## config.mk

```make
export PLATFORM = sky130hd
export DESIGN_NAME = poly1305_block_sequencer_flat
export DESIGN_NICKNAME = d
export VERILOG_FILES = /design/src/rtl/poly1305_block_sequencer_if.sv /design/src/rtl/poly1305_block_sequencer.sv /design/src/flat_wrapper.sv
export SDC_FILE = /design/constraint.sdc
export NUM_CORES = 2
export LEC_CHECK = 0
export ABC_AREA = 0
export CAP_MARGIN = 20
export CORE_AREA = 2 2 370 372
export CTS_BUF_LIST = sky130_fd_sc_hd__clkbuf_4 sky130_fd_sc_hd__clkbuf_8 sky130_fd_sc_hd__clkbuf_16
export DETAILED_ROUTE_END_ITERATION = 7
export DIE_AREA = 0 0 372 374
export PLACE_DENSITY = 0.61
export SETUP_SLACK_MARGIN = 0.15
export SYNTH_ARGS = -nofsm -noshare
export SYNTH_HDL_FRONTEND = slang
export SYNTH_SLANG_ARGS = --single-unit
export TNS_END_PERCENT = 10
```

## constraint.sdc

```tcl
create_clock -name clk -period 36.3 [get_ports clk]
set_input_delay 3.63 -clock clk [delete_from_list [all_inputs] [get_ports clk]]
set_output_delay 3.63 -clock clk [all_outputs]
set_load 0.02 [all_outputs]
```

## src/rtl/poly1305_block_sequencer_if.sv

```systemverilog
// poly1305_block_sequencer_if
//   Bundles every non-clock/reset signal of the Poly1305 block sequencer.
//   master : the sequencer (key/in sink, engine initiator, tag source)
//   slave  : the environment (key/message source, engine, tag consumer)
//   Key channel   : key_valid/key_ready/key[255:0]
//   Message chan. : in_valid/in_ready/in_data[31:0]/in_last/in_bytes[2:0]
//   Engine port   : pb_r/pb_m/pb_a_in/pb_start out, pb_done/pb_a_out in
//   Tag channel   : tag_valid/tag_ready/tag[127:0], sticky err
//   With POLY1305_SEQ_VERIFY_EN defined: exp_tag in, tag_match out.
interface poly1305_block_sequencer_if;
  logic         key_valid;
  logic         key_ready;
  logic [255:0] key;
  logic         in_valid;
  logic         in_ready;
  logic [31:0]  in_data;
  logic         in_last;
  logic [2:0]   in_bytes;
  logic [127:0] pb_r;
  logic [128:0] pb_m;
  logic [129:0] pb_a_in;
  logic         pb_start;
  logic         pb_done;
  logic [129:0] pb_a_out;
  logic         tag_valid;
  logic         tag_ready;
  logic [127:0] tag;
  logic         err;
`ifdef POLY1305_SEQ_VERIFY_EN
  logic [127:0] exp_tag;
  logic         tag_match;

  modport master (
    input  key_valid, key, in_valid, in_data, in_last, in_bytes,
           pb_done, pb_a_out, tag_ready, exp_tag,
    output key_ready, in_ready, pb_r, pb_m, pb_a_in, pb_start,
           tag_valid, tag, err, tag_match
  );
  modport slave (
    output key_valid, key, in_valid, in_data, in_last, in_bytes,
           pb_done, pb_a_out, tag_ready, exp_tag,
    input  key_ready, in_ready, pb_r, pb_m, pb_a_in, pb_start,
           tag_valid, tag, err, tag_match
  );
`else
  modport master (
    input  key_valid, key, in_valid, in_data, in_last, in_bytes,
           pb_done, pb_a_out, tag_ready,
    output key_ready, in_ready, pb_r, pb_m, pb_a_in, pb_start,
           tag_valid, tag, err
  );
  modport slave (
    output key_valid, key, in_valid, in_data, in_last, in_bytes,
           pb_done, pb_a_out, tag_ready,
    input  key_ready, in_ready, pb_r, pb_m, pb_a_in, pb_start,
           tag_valid, tag, err
  );
`endif
endinterface

```

## src/rtl/poly1305_block_sequencer.sv

```systemverilog
// poly1305_block_sequencer
//   Initiator side of a Poly1305 block-multiply engine. Takes a 256-bit
//   one-time key (r = key[127:0], s = key[255:128]), packs a 32-bit
//   little-endian message stream into padded 129-bit blocks, runs each
//   block through the engine (one in flight), then fully reduces the
//   accumulator mod 2^130-5, adds s mod 2^128 and presents the tag.
// Ports:
//   clk, reset  : clock, synchronous active-high reset
//   bus.master  : key / message / engine / tag channels and sticky err
// Parameter DONE_TIMEOUT: cycles after pb_start before err is raised.
// Optional macro POLY1305_SEQ_VERIFY_EN: adds exp_tag (sampled with key)
//   and tag_match (constant-time 128-bit compare, valid with tag_valid).
module poly1305_block_sequencer #(
  parameter int DONE_TIMEOUT = 63
) (
  input  logic                       clk,
  input  logic                       reset,
  poly1305_block_sequencer_if.master bus
);

  localparam logic [127:0] R_CLAMP = 128'h0ffffffc0ffffffc0ffffffc0fffffff;
  localparam int TMO_W = $clog2(DONE_TIMEOUT + 1);

  typedef enum logic [2:0] {
    S_IDLE, S_COLLECT, S_START, S_WAIT, S_FINAL, S_TAG
  } state_t;

  state_t       state;
  logic [127:0] r_reg;
  logic [127:0] s_reg;
  logic [129:0] acc;
  logic [127:0] blk_buf;
  logic [1:0]   wc;
  logic         last_q;
  logic [TMO_W-1:0] tmo;

  // Keep only the first nb bytes of a word; the rest are zeroed.
  function automatic logic [31:0] mask_word(input logic [31:0] d, input logic [2:0] nb);
    logic [31:0] m;
    m = '0;
    for (int i = 0; i < 4; i++)
      if (i < int'(nb)) m[8*i +: 8] = d[8*i +: 8];
    return m;
  endfunction

  // Append the 0x01 pad byte just above the n message bytes.
  function automatic logic [128:0] pad_block(input logic [127:0] b, input logic [4:0] n);
    return {1'b0, b} | (129'd1 << {n, 3'b000});
  endfunction

  // Final reduction: acc < 2^130 so one conditional subtraction of
  // p = 2^130-5 suffices; acc >= p exactly when acc+5 carries into bit 130.
  function automatic logic [127:0] final_tag(input logic [129:0] a, input logic [127:0] s);
    logic [130:0] t;
    logic [129:0] h;
    t = {1'b0, a} + 131'd5;
    h = t[130] ? t[129:0] : a;
    return 128'(h) + s;
  endfunction

  logic [4:0]   n_bytes;
  logic [127:0] buf_next;

  assign n_bytes  = {1'b0, wc, 2'b00} + {2'b00, bus.in_bytes};
  assign buf_next = blk_buf | ({96'd0, mask_word(bus.in_data, bus.in_bytes)} << {wc, 5'b00000});

`ifdef POLY1305_SEQ_VERIFY_EN
  logic [127:0] exp_reg;
  // Full-width XOR-reduce so the compare time never depends on the data.
  assign bus.tag_match = ~|(bus.tag ^ exp_reg);
`endif

  always_ff @(posedge clk) begin
    if (reset) begin
      state         <= S_IDLE;
      bus.key_ready <= 1'b1;
      bus.in_ready  <= 1'b0;
      bus.pb_start  <= 1'b0;
      bus.tag_valid <= 1'b0;
      bus.err       <= 1'b0;
      bus.tag       <= '0;
      bus.pb_r      <= '0;
      bus.pb_m      <= '0;
      bus.pb_a_in   <= '0;
      acc           <= '0;
      wc            <= '0;
      last_q        <= 1'b0;
      tmo           <= '0;
    end else begin
      case (state)
        // Key intake: clamp r, reset per-message state.
        S_IDLE: begin
          if (bus.key_valid) begin
            r_reg         <= bus.key[127:0] & R_CLAMP;
            s_reg         <= bus.key[255:128];
`ifdef POLY1305_SEQ_VERIFY_EN
            exp_reg       <= bus.exp_tag;
`endif
            acc           <= '0;
            wc            <= '0;
            blk_buf       <= '0;
            last_q        <= 1'b0;
            bus.key_ready <= 1'b0;
            bus.in_ready  <= 1'b1;
            state         <= S_COLLECT;
          end
        end
        // Word packing into the 16-byte block buffer.
        S_COLLECT: begin
          if (bus.in_valid) begin
            if (bus.in_last && n_bytes == 5'd0) begin
              bus.in_ready <= 1'b0;
              state        <= S_FINAL;
            end else if (bus.in_last || wc == 2'd3) begin
              bus.pb_m     <= pad_block(buf_next, n_bytes);
              bus.pb_r     <= r_reg;
              bus.pb_a_in  <= acc;
              bus.pb_start <= 1'b1;
              bus.in_ready <= 1'b0;
              blk_buf      <= '0;
              last_q       <= bus.in_last;
              tmo          <= '0;
              state        <= S_START;
            end else begin
              blk_buf <= buf_next;
              wc      <= wc + 2'd1;
            end
          end
        end
        // Start pulse is exactly one cycle; the timeout count begins here.
        S_START: begin
          bus.pb_start <= 1'b0;
          tmo          <= tmo + TMO_W'(1);
          state        <= S_WAIT;
        end
        // Engine wait: done wins over a timeout landing on the same edge.
        S_WAIT: begin
          if (bus.pb_done) begin
            acc <= bus.pb_a_out;
            wc  <= '0;
            if (last_q) begin
              state <= S_FINAL;
            end else begin
              bus.in_ready <= 1'b1;
              state        <= S_COLLECT;
            end
          end else if (tmo == TMO_W'(DONE_TIMEOUT - 1)) begin
            bus.err       <= 1'b1;
            bus.key_ready <= 1'b1;
            state         <= S_IDLE;
          end else begin
            tmo <= tmo + TMO_W'(1);
          end
        end
        // Final reduction and s addition.
        S_FINAL: begin
          bus.tag       <= final_tag(acc, s_reg);
          bus.tag_valid <= 1'b1;
          state         <= S_TAG;
        end
        // Tag held until consumed.
        S_TAG: begin
          if (bus.tag_ready) begin
            bus.tag_valid <= 1'b0;
            bus.key_ready <= 1'b1;
            state         <= S_IDLE;
          end
        end
        default: begin
          bus.key_ready <= 1'b1;
          state         <= S_IDLE;
        end
      endcase
    end
  end

endmodule

```

## src/flat_wrapper.sv

```systemverilog
// flat-port wrapper written by rule: the top's interface ports become plain ports
module poly1305_block_sequencer_flat 
#(
  parameter int DONE_TIMEOUT = 63
)
  (clk, reset, bus_key_valid, bus_key, bus_in_valid, bus_in_data, bus_in_last, bus_in_bytes, bus_pb_done, bus_pb_a_out, bus_tag_ready, bus_key_ready, bus_in_ready, bus_pb_r, bus_pb_m, bus_pb_a_in, bus_pb_start, bus_tag_valid, bus_tag, bus_err);
  poly1305_block_sequencer_if bus_i ();
  input  logic clk;
  input  logic reset;
  input wire logic [$bits(bus_i.key_valid)-1:0] bus_key_valid;
  input wire logic [$bits(bus_i.key)-1:0] bus_key;
  input wire logic [$bits(bus_i.in_valid)-1:0] bus_in_valid;
  input wire logic [$bits(bus_i.in_data)-1:0] bus_in_data;
  input wire logic [$bits(bus_i.in_last)-1:0] bus_in_last;
  input wire logic [$bits(bus_i.in_bytes)-1:0] bus_in_bytes;
  input wire logic [$bits(bus_i.pb_done)-1:0] bus_pb_done;
  input wire logic [$bits(bus_i.pb_a_out)-1:0] bus_pb_a_out;
  input wire logic [$bits(bus_i.tag_ready)-1:0] bus_tag_ready;
  output wire logic [$bits(bus_i.key_ready)-1:0] bus_key_ready;
  output wire logic [$bits(bus_i.in_ready)-1:0] bus_in_ready;
  output wire logic [$bits(bus_i.pb_r)-1:0] bus_pb_r;
  output wire logic [$bits(bus_i.pb_m)-1:0] bus_pb_m;
  output wire logic [$bits(bus_i.pb_a_in)-1:0] bus_pb_a_in;
  output wire logic [$bits(bus_i.pb_start)-1:0] bus_pb_start;
  output wire logic [$bits(bus_i.tag_valid)-1:0] bus_tag_valid;
  output wire logic [$bits(bus_i.tag)-1:0] bus_tag;
  output wire logic [$bits(bus_i.err)-1:0] bus_err;
  assign bus_i.key_valid = bus_key_valid;
  assign bus_i.key = bus_key;
  assign bus_i.in_valid = bus_in_valid;
  assign bus_i.in_data = bus_in_data;
  assign bus_i.in_last = bus_in_last;
  assign bus_i.in_bytes = bus_in_bytes;
  assign bus_i.pb_done = bus_pb_done;
  assign bus_i.pb_a_out = bus_pb_a_out;
  assign bus_i.tag_ready = bus_tag_ready;
  assign bus_key_ready = bus_i.key_ready;
  assign bus_in_ready = bus_i.in_ready;
  assign bus_pb_r = bus_i.pb_r;
  assign bus_pb_m = bus_i.pb_m;
  assign bus_pb_a_in = bus_i.pb_a_in;
  assign bus_pb_start = bus_i.pb_start;
  assign bus_tag_valid = bus_i.tag_valid;
  assign bus_tag = bus_i.tag;
  assign bus_err = bus_i.err;
  poly1305_block_sequencer #(.DONE_TIMEOUT(DONE_TIMEOUT)) u_core (.clk(clk), .reset(reset), .bus(bus_i));
endmodule
```

== Yosys cells after proc, flatten, opt, wreduce, memory -nomap -nowiden ==
Index checks and enable logic that the tools add are counted.

* Bits in registers: 1002
* Logic and storage cells: 134
* Output and inout bits: 520
* Input port bits: 428

* Bitwise logic cells: 6
* Order comparisons: 4
* Multiplexer cells: 56
* Add/subtract/negate cells: 5
* Equal/unequal tests: 20
* Shifts and indexed selects: 2
* Reduce and logical (&&, ||, !) cells: 24

{| class="wikitable"
|+ Operator list
! kind !! count
|-
| two-way mux 128 bit || 5
|-
| two-way mux 130 bit || 2
|-
| case mux 130 bit (2 select lines) || 1
|-
| case mux 128 bit (2 select lines) || 1
|-
| adder 130 x 3 -> 131 bit, second input constant || 1
|-
| bitwise OR 128 x 129 -> 129 bit || 1
|-
| left shift 1 x 8 -> 129 bit, first input constant || 1
|-
| adder 128 bit || 1
|-
| bitwise OR 128 bit || 1
|-
| left shift 32 x 7 -> 128 bit || 1
|-
| two-way mux 8 bit || 4
|-
| two-way mux 6 bit || 5
|-
| two-way mux 3 bit || 8
|-
| AND reduction 5 bit || 4
|-
| != test 2 bit, second input constant || 9
|-
| case mux 3 bit (6 select lines) || 1
|-
| case mux 6 bit (3 select lines) || 1
|-
| AND reduction 6 bit || 3
|-
| two-way mux 1 bit || 17
|-
| two-way mux 2 bit || 5
|-
| AND reduction 3 bit || 3
|-
| AND reduction 4 bit || 2
|-
| nonzero test 2 bit || 4
|-
| adder 6 x 1 -> 6 bit, second input constant || 1
|-
| other kinds (24) || 35
|}

== Logic depth before layout (Yosys ltp) ==
* Word-level depth: 8
* Depth in mapped cells: 23

== Least setup slack after synthesis ==
OpenSTA, ideal clock, no wires.

* Path kind: input port to flip-flop
* Start point: input port reset
* End point: register u_core.r_reg[0] (enable)
* Buffers on the path: 2
* Stages on the path: 3
* Setup slack: 8.917 ns
* Arrival time: 25.984 ns
* Path through: clkbuf_1 > clkbuf_1 > nor4_1

* Word-level cells in the longest chain between the ends: 2

{| class="wikitable"
|+ RTL lines
! item !! RTL line !! source
|-
| start: declaration || flat_wrapper.sv:9 || <nowiki>input logic reset;</nowiki>
|-
| NOT 1 bit (no line) || n/a ||
|-
| AND reduction 3 bit (no line) || n/a ||
|-
| end signal: assignment || poly1305_block_sequencer.sv:94 || <nowiki>r_reg <= bus.key[127:0] & R_CLAMP;</nowiki>
|-
| end: declaration || poly1305_block_sequencer.sv:29 || <nowiki>logic [127:0] r_reg;</nowiki>
|}

No other way between the ends.
A chain may end at the register's enable or synchronous reset.

== Worst setup path after layout ==
* Start point: input port bus_in_bytes[2]
* End point: register u_core.bus.pb_r[38]

* Word-level cells in the longest chain between the ends: 5

{| class="wikitable"
|+ RTL lines
! item !! RTL line !! source
|-
| start: declaration || flat_wrapper.sv:15 || <nowiki>input wire logic [$bits(bus_i.in_bytes)-1:0] bus_in_bytes;</nowiki>
|-
| adder 4 x 3 -> 5 bit || poly1305_block_sequencer.sv:64 || <nowiki>assign n_bytes = {1'b0, wc, 2'b00} + {2'b00, bus.in_bytes};</nowiki>
|-
| logical NOT 5 bit || poly1305_block_sequencer.sv:111 || <nowiki>if (bus.in_last && n_bytes == 5'd0) begin</nowiki>
|-
| logical AND 1 bit || poly1305_block_sequencer.sv:111 ||
|-
| NOT 1 bit (no line) || n/a ||
|-
| AND reduction 4 bit (no line) || n/a ||
|-
| end signal: assignment || poly1305_block_sequencer.sv:116 || <nowiki>bus.pb_r <= r_reg;</nowiki>
|-
| end: declaration || poly1305_block_sequencer_if.sv:49 || <nowiki>output key_ready, in_ready, pb_r, pb_m, pb_a_in, pb_start,</nowiki>
|}

No other way between the ends.

==> metrics <==
proportion of power drawn by flip-flops and latches=0.436; routability congestion estimate=just over 0.9; sequential share of the synthesized area=0.533; Post-Route Setup TNS=0 ns; most used flip-flop cell after synthesis=sky130_fd_sc_hd__dfxtp_1; largest registers=u_core.acc x130, u_core.bus.pb_a_in x130, u_core.bus.pb_m x129; top-area cell type share of the netlist area=0.289; main area contributors after synthesis=sky130_fd_sc_hd__dfxtp_1, sky130_fd_sc_hd__edfxtp_1, sky130_fd_sc_hd__nand2_1, sky130_fd_sc_hd__a21oi_1, sky130_fd_sc_hd__ha_1; status=complete, no violations; clock network latency to the later pin of the worst-skew pair=0.73 ns; CTS tree=done; HPWL reported at the end of detailed placement=about 130000 um; count of standard-cell rows=135; die outline height=~370 um; largest family of logic cells by synthesized area=simple AND/OR/NAND/NOR gates; Die W=~370 um; overall die area=between 0.1 and 0.15 mm2; data arrival time of the critical path=around 8.7 ns; root buf cell=sky130_fd_sc_hd__clkbuf_16; Slew headroom=0.246; quantity of I/O buffers inserted on ports=903; 1st-pass router iterations=5; wire length of the first global-routing pass=about 260000 um; largest net degree at the start of global routing=approximately 130; relative contribution of the clock network to total power=0.387; launching element type of the critical path=input pin; Gates resized, CTS repair=0; leakage component of the power=20.5 nW; average wire per standard cell=between 20 and 25 um; endpoint required time on the critical path=about 37 ns; max-slew violation count=0; Routed Wire Length=181000 um; core region area=between 0.1 and 0.15 mm2; RSZ-0062 raised after global routing=no; worst IR drop on VDD=between 0.03 and 0.04 mV; Fmax=between 100 and 150 MHz; number of hold-repair buffers added at the cts stage=0; DRC violation count after routing=0; total of flip-flops plus latches after synthesis=~1000; count of different cell masters after synthesis=85; cell internal pwr=between 2 and 2.5 mW; final setup violation count=0; number of vias after detailed routing=slightly below 40000; Post-CTS Setup Bufs=0; share of synthesized cell area in and, or, nand and nor gates=0.188; count of mapped cells out of synthesis=4898; mean area per synthesized cell=9.07 um2; path class of the lowest-slack min-delay path=flip-flop to flip-flop; Yosys Warn Count=0; clock sink count=between 1000 and 1500; area leader, netlist=sky130_fd_sc_hd__dfxtp_1; area share of fa/ha/maj cells after synthesis=0.0396; power density cells=a little over 50 mW/mm2; Bufs on Longest Clock Path=3; classification of the worst setup path=input pin to flip-flop; initial drt markers=3346; EDFF count, synth=around 360; total design power=3.03 mW; DRT antenna net count=0; Min Clock Period, post-route=8.04 ns; total global-route track usage=0.249; final-layout worst hold slack=approximately 0.45 ns; number of antenna violations at the first check in global routing=36; number of primary I/O pins=around 950; clock-pin transition on the worst setup and hold timing paths=roughly 0.060 ns; Synth Area in XOR/XNOR=0.0233; combinational fraction of design power=0.176; async set or reset register ratio after synthesis=0; area delta synth->final=32.0%; worst-case clock skew=about 0.018 ns; compound-gate portion of the synthesized area=0.178; Synth Cell Area=0.0444 mm2; Switching Fraction=0.296; max cap viols=0; Critical Path Sink Type=flip-flop; fraction of final layout cells sized beyond drive strength 1=0.0547; post-synthesis mux area share=0.000704; number of buffers added by the clock tree synthesis step=approximately 110; Worst-Margin Slew=around 1.1 ns; count of H-tree levels built during CTS=3; net switching power of the design=between 0.8 and 0.9 mW; final clock period utilization by the worst path=0.221; DR vias/cell=about 5.3; worst-path fanout max=between 70 and 80; Final Net Count=slightly above 6000; vias in the first global route=roughly 38000; fillers=~13000; global-route congestion overflow total=0; number of hold violations in the final report=0; effective utilization at floorplan=0.329
## synthesized netlist by cell type, types with 5 or more instances
library cell and count:
sky130_fd_sc_hd__a21oi_1 702, sky130_fd_sc_hd__or2_2 10, sky130_fd_sc_hd__clkbuf_1 316, sky130_fd_sc_hd__o21bai_1 39
sky130_fd_sc_hd__dfxtp_1 640, sky130_fd_sc_hd__o21a_1 17, sky130_fd_sc_hd__xor2_1 51, sky130_fd_sc_hd__ha_1 139
sky130_fd_sc_hd__and4_1 6, sky130_fd_sc_hd__and2_1 9, sky130_fd_sc_hd__nor3_1 35, sky130_fd_sc_hd__o31ai_1 5
sky130_fd_sc_hd__buf_1 15, sky130_fd_sc_hd__buf_2 6, sky130_fd_sc_hd__nand3_1 166, sky130_fd_sc_hd__buf_4 22
sky130_fd_sc_hd__edfxtp_1 362, sky130_fd_sc_hd__a21boi_0 7, sky130_fd_sc_hd__nand4_1 101, sky130_fd_sc_hd__o221ai_1 5
sky130_fd_sc_hd__nor2b_1 155, sky130_fd_sc_hd__nand2_1 950, sky130_fd_sc_hd__o211ai_1 22, sky130_fd_sc_hd__a31oi_1 86
sky130_fd_sc_hd__o21ai_1 16, sky130_fd_sc_hd__o21ai_0 164, sky130_fd_sc_hd__xnor2_1 67, sky130_fd_sc_hd__and3_1 19
sky130_fd_sc_hd__a21o_1 72, sky130_fd_sc_hd__inv_1 46, sky130_fd_sc_hd__a211oi_1 124, sky130_fd_sc_hd__nor2_1 379
sky130_fd_sc_hd__or3_1 14, sky130_fd_sc_hd__nor4_1 17, sky130_fd_sc_hd__nand2b_1 14, sky130_fd_sc_hd__a221oi_1 5
## stage by stage
step,util,cells,setup WS [ns],area [um2]
after detailed placement,0.406,7292,27.53,54800
after floorplan,-,4919,8.92,44500
after CTS,0.434,7503,28.30,58600
final,0.434,7509,28.26,58600
after global placement,0.406,7291,27.61,54800
after global routing,0.434,7506,27.95,58600
## placed cells by master (no fill, tap or decap), types with 18 or more instances in the layout
| cell type | netlist | routed |
|---|---|---|
| sky130_fd_sc_hd__nand2_1 | 950 | 948 |
| sky130_fd_sc_hd__clkdlybuf4s50_1 | 0 | 902 |
| sky130_fd_sc_hd__a21oi_1 | 702 | 701 |
| sky130_fd_sc_hd__dfxtp_1 | 640 | 640 |
| sky130_fd_sc_hd__nor2_1 | 379 | 374 |
| sky130_fd_sc_hd__edfxtp_1 | 362 | 362 |
| sky130_fd_sc_hd__nand3_1 | 166 | 165 |
| sky130_fd_sc_hd__o21ai_0 | 164 | 164 |
| sky130_fd_sc_hd__nor2b_1 | 155 | 153 |
| sky130_fd_sc_hd__ha_1 | 139 | 139 |
| sky130_fd_sc_hd__a211oi_1 | 124 | 124 |
| sky130_fd_sc_hd__clkbuf_16 | 0 | 116 |
| sky130_fd_sc_hd__nand4_1 | 101 | 101 |
| sky130_fd_sc_hd__a31oi_1 | 86 | 86 |
| sky130_fd_sc_hd__a21o_1 | 72 | 72 |
| sky130_fd_sc_hd__xnor2_1 | 67 | 67 |
| sky130_fd_sc_hd__xor2_1 | 51 | 51 |
| sky130_fd_sc_hd__buf_4 | 22 | 49 |
| sky130_fd_sc_hd__inv_1 | 46 | 46 |
| sky130_fd_sc_hd__o21bai_1 | 39 | 39 |
| sky130_fd_sc_hd__nor3_1 | 35 | 34 |
| sky130_fd_sc_hd__clkbuf_4 | 0 | 31 |
| sky130_fd_sc_hd__o211ai_1 | 22 | 22 |
| sky130_fd_sc_hd__conb_1 | 1 | 22 |
| sky130_fd_sc_hd__clkinv_2 | 0 | 20 |
| sky130_fd_sc_hd__and3_1 | 19 | 18 |
## power groups by stage
| stage | registers (mW) | logic, mW | clock network, mW |
|---|---|---|---|
| 3_5_place_dp | 1.34 | 0.535 | 0 |
| 4_1_cts | 1.32 | 0.537 | 1.20 |
| 5_1_grt | 1.33 | 0.578 | 1.24 |
| 3_3_place_gp | 1.34 | 0.532 | 0 |
| 2_1_floorplan | 1.40 | 0.274 | 0 |
| 6_report | 1.32 | 0.535 | 1.17 |
## worst max-delay path: stages
cell and delay (ns):
sky130_fd_sc_hd__clkdlybuf4s50_1 0.45, sky130_fd_sc_hd__buf_4 0.38, sky130_fd_sc_hd__ha_1 0.23, sky130_fd_sc_hd__ha_1 0.23
sky130_fd_sc_hd__nor4_1 0.07, sky130_fd_sc_hd__buf_4 0.16, sky130_fd_sc_hd__nand2_1 0.15, sky130_fd_sc_hd__and3_4 0.74
sky130_fd_sc_hd__buf_4 0.74, sky130_fd_sc_hd__buf_4 0.74, sky130_fd_sc_hd__buf_4 0.62, sky130_fd_sc_hd__nand2_1 0.14
sky130_fd_sc_hd__a21oi_1 0.15
## final cells by class
class	count	area, um2	share of cell area
Multi-Input combinational cell	3509	19300	0.329
Sequential cell	1002	23700	0.404
Timing Repair Buffer	954	9440	0.161
Antenna cell	6	15.0	0.000256
Clock inverter	48	457	0.00779
Tap cell	1781	2230	0.0380
Inverter	46	173	0.00295
Clock buffer	163	3360	0.0573
## cell families (layout without fill, tap and decap cells)
kind of cell               Yosys count  after routing
AOI/OAI and AO/OA                 1333           1333
xor gates and xnor gates           118            118
adders and majority gates          140            140
buffers and inverters              408           1211
DFF                               1002           1002
muxes                                3              3
other                                1             28
and+or+nand+nor                   1893           1893
## metal layers
metal  global-route usage  vias to the layer above  part of all wire  wire, um
met1                0.320                    19319              0.42     75800
met5                    0                        -            0.0016       287
met2                0.407                     1436              0.47     84400
li1                     -                    18701                 -         -
met4               0.0695                       42             0.029      5270
met3               0.0694                      295             0.082     14900
## worst paths after layout
kind	startpoint	to	slack, ns	depth (start not counted)
setup / recovery	bus_in_bytes[2]	u_core.bus.pb_r[38]	28.26	13
hold / removal	u_core.bus.tag[46]	u_core.bus.tag[46]	0.45	2
hold reg to reg	u_core.bus.tag[46]	u_core.bus.tag[46]	0.45	2
setup reg to reg	u_core.acc[98]	u_core.bus.tag[125]	28.45	21
No activity file was read; power rests on OpenSTA's default activity.
